### src/rtl/game_controller.sv
`default_nettype none
// ============================================================================
//  Module      : game_controller
//  Description : Two-player tic-tac-toe referee. Alternates turns between
//                player 1 and player 2 with a valid/ready handshake, rejects
//                illegal moves, detects wins/draws, and optionally forfeits a
//                player who holds the turn too long.
//  Ports       : clk, rst_n (async active-low)
//                start                      - begin a new game (IDLE/DONE)
//                p1_valid/p1_row/p1_col     - player 1 move
//                p2_valid/p2_row/p2_col     - player 2 move
//                p1_ready/p2_ready          - move accepted this cycle
//                board[17:0]                - 2 bits per cell, cell=row*3+col
//                turn, move_count           - whose move, moves accepted
//                move_invalid               - one-cycle reject pulse
//                game_over, winner, timed_out - result while in DONE
//  Revision    : 1.0 - initial release
// ============================================================================
module game_controller #(
    parameter int TURN_TIMEOUT = 1000
) (
    input  logic        clk,
    input  logic        rst_n,
    input  logic        start,
    input  logic        p1_valid,
    input  logic [1:0]  p1_row,
    input  logic [1:0]  p1_col,
    input  logic        p2_valid,
    input  logic [1:0]  p2_row,
    input  logic [1:0]  p2_col,
    output logic        p1_ready,
    output logic        p2_ready,
    output logic [17:0] board,
    output logic        turn,
    output logic [3:0]  move_count,
    output logic        move_invalid,
    output logic        game_over,
    output logic [1:0]  winner,
    output logic        timed_out
);

    // Timer only needs to count up to TURN_TIMEOUT; a width of 1 keeps the
    // vector legal when the timeout is disabled.
    localparam int c_TW = (TURN_TIMEOUT < 2) ? 1 : $clog2(TURN_TIMEOUT + 1);
    localparam logic [c_TW-1:0] c_TMAX = c_TW'((TURN_TIMEOUT == 0) ? 0 : TURN_TIMEOUT - 1);

    typedef enum logic [2:0] {
        S_IDLE    = 3'd0,
        S_WAIT_P1 = 3'd1,
        S_WAIT_P2 = 3'd2,
        S_CHECK   = 3'd3,
        S_DONE    = 3'd4
    } state_t;

    state_t          r_state;
    logic [17:0]     r_board;
    logic            r_turn;
    logic [3:0]      r_move_count;
    logic            r_move_invalid;
    logic [1:0]      r_winner;
    logic            r_timed_out;
    logic [c_TW-1:0] r_timer;

    logic            w_hs;
    logic [1:0]      w_row;
    logic [1:0]      w_col;
    logic [3:0]      w_idx;
    logic            w_occupied;
    logic            w_legal;
    logic [1:0]      w_mover_code;
    logic [8:0]      w_own;
    logic            w_win;
    logic            w_timeout;

    // Only the player whose WAIT state is active can handshake; the other
    // player's valid is simply not looked at.
    assign w_hs  = ((r_state == S_WAIT_P1) && p1_valid) ||
                   ((r_state == S_WAIT_P2) && p2_valid);
    assign w_row = (r_state == S_WAIT_P2) ? p2_row : p1_row;
    assign w_col = (r_state == S_WAIT_P2) ? p2_col : p1_col;
    assign w_idx = ({2'b00, w_row} * 4'd3) + {2'b00, w_col};

    assign w_mover_code = r_turn ? 2'b10 : 2'b01;

    always_comb begin
        w_occupied = 1'b0;
        w_own      = '0;
        for (int i = 0; i < 9; i++) begin
            if ((w_idx == 4'(i)) && (r_board[2*i +: 2] != 2'b00))
                w_occupied = 1'b1;
            w_own[i] = (r_board[2*i +: 2] == w_mover_code);
        end
    end

    // Row/column value 3 is off-board; w_idx may alias a real cell then,
    // so the range test must gate the occupancy result.
    assign w_legal = w_hs && (w_row != 2'd3) && (w_col != 2'd3) && !w_occupied;

    assign w_win = (w_own[0] & w_own[1] & w_own[2]) |
                   (w_own[3] & w_own[4] & w_own[5]) |
                   (w_own[6] & w_own[7] & w_own[8]) |
                   (w_own[0] & w_own[3] & w_own[6]) |
                   (w_own[1] & w_own[4] & w_own[7]) |
                   (w_own[2] & w_own[5] & w_own[8]) |
                   (w_own[0] & w_own[4] & w_own[8]) |
                   (w_own[2] & w_own[4] & w_own[6]);

    // Fires on the edge where the timer would step onto TURN_TIMEOUT.
    assign w_timeout = (TURN_TIMEOUT != 0) && (r_timer == c_TMAX);

    always_ff @(posedge clk or negedge rst_n) begin
        if (!rst_n) begin
            r_state        <= S_IDLE;
            r_board        <= '0;
            r_turn         <= 1'b0;
            r_move_count   <= '0;
            r_move_invalid <= 1'b0;
            r_winner       <= 2'b00;
            r_timed_out    <= 1'b0;
            r_timer        <= '0;
        end else begin
            r_move_invalid <= 1'b0;
            case (r_state)
                S_IDLE, S_DONE: begin
                    if (start) begin
                        r_state      <= S_WAIT_P1;
                        r_board      <= '0;
                        r_turn       <= 1'b0;
                        r_move_count <= '0;
                        r_winner     <= 2'b00;
                        r_timed_out  <= 1'b0;
                        r_timer      <= '0;
                    end
                end
                S_WAIT_P1, S_WAIT_P2: begin
                    // A legal move wins over a timeout landing on the same edge.
                    if (w_legal) begin
                        for (int i = 0; i < 9; i++) begin
                            if (w_idx == 4'(i))
                                r_board[2*i +: 2] <= w_mover_code;
                        end
                        r_move_count <= r_move_count + 4'd1;
                        r_state      <= S_CHECK;
                    end else begin
                        if (w_hs)
                            r_move_invalid <= 1'b1;
                        if (w_timeout) begin
                            r_state     <= S_DONE;
                            r_winner    <= r_turn ? 2'b01 : 2'b10;
                            r_timed_out <= 1'b1;
                        end else if (TURN_TIMEOUT != 0) begin
                            r_timer <= r_timer + 1'b1;
                        end
                    end
                end
                S_CHECK: begin
                    // Win is tested before the full-board draw so a winning
                    // ninth move is credited to the mover.
                    if (w_win) begin
                        r_state  <= S_DONE;
                        r_winner <= w_mover_code;
                    end else if (r_move_count == 4'd9) begin
                        r_state  <= S_DONE;
                        r_winner <= 2'b11;
                    end else begin
                        r_turn  <= ~r_turn;
                        r_state <= r_turn ? S_WAIT_P1 : S_WAIT_P2;
                        r_timer <= '0;
                    end
                end
                default: r_state <= S_IDLE;
            endcase
        end
    end

    assign p1_ready     = (r_state == S_WAIT_P1);
    assign p2_ready     = (r_state == S_WAIT_P2);
    assign board        = r_board;
    assign turn         = r_turn;
    assign move_count   = r_move_count;
    assign move_invalid = r_move_invalid;
    assign game_over    = (r_state == S_DONE);
    assign winner       = r_winner;
    assign timed_out    = r_timed_out;

endmodule
`default_nettype wire

### config.mk
export PLATFORM = sky130hd
export DESIGN_NAME = game_controller
export DESIGN_NICKNAME = d
export VERILOG_FILES = /design/src/rtl/game_controller.sv
export SDC_FILE = /design/constraint.sdc
export NUM_CORES = 1
export LEC_CHECK = 0
export CAP_MARGIN = 5
export CORE_UTILIZATION = 55
export DETAILED_ROUTE_END_ITERATION = 8
export GPL_TIMING_DRIVEN = 1
export PLACE_DENSITY = 0.81
export SYNTH_ARGS = -nofsm -noshare
export SYNTH_HDL_FRONTEND = slang
export SYNTH_SLANG_ARGS = --single-unit
### constraint.sdc
create_clock -name clk -period 10.1 [get_ports clk]
set_input_delay 2.02 -clock clk [delete_from_list [all_inputs] [get_ports clk]]
set_output_delay 2.02 -clock clk [all_outputs]
set_load 0.02 [all_outputs]
==> results.yml <==
synthesis:
  synth_cell_types: 68
  ys_async_sr_fraction: 1.00
  synth_nets: 325
  synth_top_area_frac: 0.354
  yosysSeqAreaShare: 0.354
  syn_area_per_cell_sq_um: 9.26
  ys_seq_elements: 40
  synth_edf_count: 0
  syn_inst: 305
  synth_commonest_cells: "dfrtp_1, inv_1, o22ai_1"
  synth_largest_area_cell: "dfrtp_1"
  synth.most_common_cell: "dfrtp_1"
  synthTopCellsByArea: "dfrtp_1, o22ai_1, mux2i_1, inv_1, nor3_1"
  yosys_warnings: 0
  synth-main-ff-cell: "dfrtp_1"
  synth_area_sq_um: 2820
critical_path:
  critPathMaxFanout: 13
  worstPathCellList: "clkdlybuf4s50_1 -> mux2_2 -> xor2_1 -> ha_1 -> or2_2 -> fa_1 -> or4b_1 -> o22ai_1 -> nor4_4 -> a21oi_2 -> mux2i_1 -> o211ai_1"
  start_kind: "primary input"
  arrival_ns: 6.11
  setup.worst_path.start: "p2_row[1]"
  r2r-start: "r_state[2]"
  cp_slowest_stage_delay_ns: 0.68
  cp-end-kind: "flip-flop"
  crit_path_top_delay_cell: "a21oi_2"
  required_ns: 10.24
  crit_type: "primary input to flip-flop"
  ff2ff_path_depth: 12
drt:
  dr.max_layer_used: "met4"
  detail-route-antenna-nets: 0
  drc_errors: 0
  wl_met3_microns: 620
  wl_per_cell_microns: 17.2
  vias_per_cell: 6.28
  wl_met2_microns: 3230
  dr.pass1.iters: 4
  route.vias.total: 2586
  met1_length_microns: 3140
  drt_iter0_drc: 316
  routed_wl_microns: 7080
min_path:
  hp-class: "flip-flop to flip-flop"
  worstHoldStart: "timed_out"
  hold_path_depth: 1
timing:
  rsz0062_at_grt: "no"
  worst_pin_slew_ns: 1.03
  max_slew_margin: 0.314
  min_period_over_period: 0.591
  timing.fmax_mhz: 168
  setup_violations: 0
  final_hold_viol_count: 0
  fin_crit_ns: 5.97
  skew_ns: 0.00608
  drv_slew: 0
  tns_ns: 0
status:
  outcome: "completed"
layout:
  fin_cells: 412
  fillCellCount: 416
  syn2layout_area_growth_pct: 19.1
  multi_input_area_sq_um: 1660
  diodes: 0
  seq_area_sq_um: 1000
  nets: 364
  drive_above_1_share: 0.110
job:
  drv_cap: 0
power:
  p_per_area_nw_per_um2: 294
  peakVddDrop_mv: 0.161
  p_leak_uw: 0.00127
global_route:
  antenna_found_initial: 0
  grt_pass1_wl_microns: 11800
  grt_pass1_vias: 2493
  grt_use_total: 0.288
  grt_max_degree: 41
  grt-ovfl-total: 0
cts:
  clock_path_buffers: 2
  tritoncts: "built"
  clock_latency_ns: 0.29
  clkTransAtPathRegs_ns: 0.08
  clkSinkCount: 40
  ctsHoldBuffers: 0
  ctsResizeCount: 0
  htree_levels: 2
  cts_setup_buffers: 0
  cts_buffers: 5
  cts_root_buf: "clkbuf_8"
floorplan:
  die_h_microns: 73.7
  start_util: 0.586
  ios: 43
  die-area_sq_um: 5430
  row_count: 25
  die_width_microns: 73.7
  core_sq_um: 4820
place:
  portBuffers: 42
  dp_hpwl_microns: 5100
  gp_congestion: 0.922
  dp.cells: 404
final timing paths:
check | to | slack (ns)
min in group asynchronous | board[11] | 1.84
hold / removal | timed_out | 0.50
max in group asynchronous | board[12] | 7.66
hold reg to reg | timed_out | 0.50
setup reg to reg | r_timer[3] | 4.95
setup / recovery | r_timer[3] | 4.13
cells by family (layout without fill, tap and decap cells):
| logic type | count (synthesis) | after routing | synth area share |
|---|---|---|---|
| and+or+nand+nor | 116 | 116 | 0.264 |
| AOI/OAI and AO/OA | 82 | 82 | 0.214 |
| DFF | 40 | 40 | 0.354 |
| buffers and inverters | 40 | 80 | 0.0598 |
| muxes | 19 | 19 | 0.0709 |
| adders and majority gates | 7 | 7 | 0.0337 |
| xor gates and xnor gates | 1 | 1 | 0.00310 |
per-layer routing:
| layer | track usage | up-vias |
|---|---|---|
| li1 | - | 1232 |
| met1 | 0.399 | 1231 |
| met2 | 0.448 | 114 |
| met3 | 0.0645 | 9 |
| met4 | 0.0919 | 0 |
| met5 | 0 | - |
area by class of cell:
type | count | share of cell area
inverters | 29 | 0.0324
flip-flops and latches | 40 | 0.298
repair buffers | 43 | 0.126
multi-input cells | 225 | 0.493
clock buffers | 8 | 0.0268
well taps | 67 | 0.0249
registers in the layout (all words and copies together) (netlist names):
signal        flops
timed_out         1
winner            2
turn              1
move_count        4
r_state           3
move_invalid      1
r_timer          10
board            18
placed cells by master (no fill, tap or decap), types with 3 or more instances in the layout:
| master | n |
|---|---|
| nand2b_1 | 10 |
| o21ai_0 | 4 |
| o32ai_1 | 3 |
| ha_1 | 6 |
| mux2i_1 | 11 |
| a211oi_2 | 5 |
| or3b_2 | 3 |
| or3_1 | 4 |
| nand3_1 | 14 |
| nor3_1 | 17 |
| dfrtp_1 | 40 |
| inv_1 | 29 |
| clkbuf_8 | 6 |
| mux2_2 | 4 |
| o21ai_1 | 6 |
| o211ai_1 | 8 |
| mux2_1 | 4 |
| nor3b_1 | 5 |
| o22ai_1 | 23 |
| a21oi_1 | 9 |
| and3_1 | 3 |
| clkdlybuf4s50_1 | 41 |
| nor2_1 | 16 |
| nand3b_1 | 3 |
| nand2_1 | 11 |
through the flow:
step | hold slack [ns] | area (sq um) | total power [uW] | utilization | setup WS (ns)
after global placement | 0.485 | 3270 | 861 | 0.680 | 3.94
final | 0.504 | 3360 | 990 | 0.698 | 4.13
after floorplan | 0.479 | 2820 | 689 | - | 4.82
after CTS | 0.511 | 3360 | 986 | 0.698 | 4.16
after global routing | 0.521 | 3360 | 1060 | 0.698 | 3.95
after detailed placement | 0.498 | 3270 | 873 | 0.680 | 3.85
report_power, final:
group / switching, uW / internal (uW) / total [uW]
sequential: 70.2 / 208 / 278
combinational: 352 / 249 / 601
clock: 55.0 / 55.8 / 111
total: 477 / 512 / 990
critical path: cells and delay by family:
kind | cells | cell delay (ns)
AOI/OAI and AO/OA | 3 | 1.18
and+or+nand+nor | 3 | 0.94
adders and majority gates | 2 | 0.81
muxes | 2 | 0.59
buffers and inverters | 1 | 0.42
xor gates and xnor gates | 1 | 0.15
No activity file was read; power rests on OpenSTA's default activity.
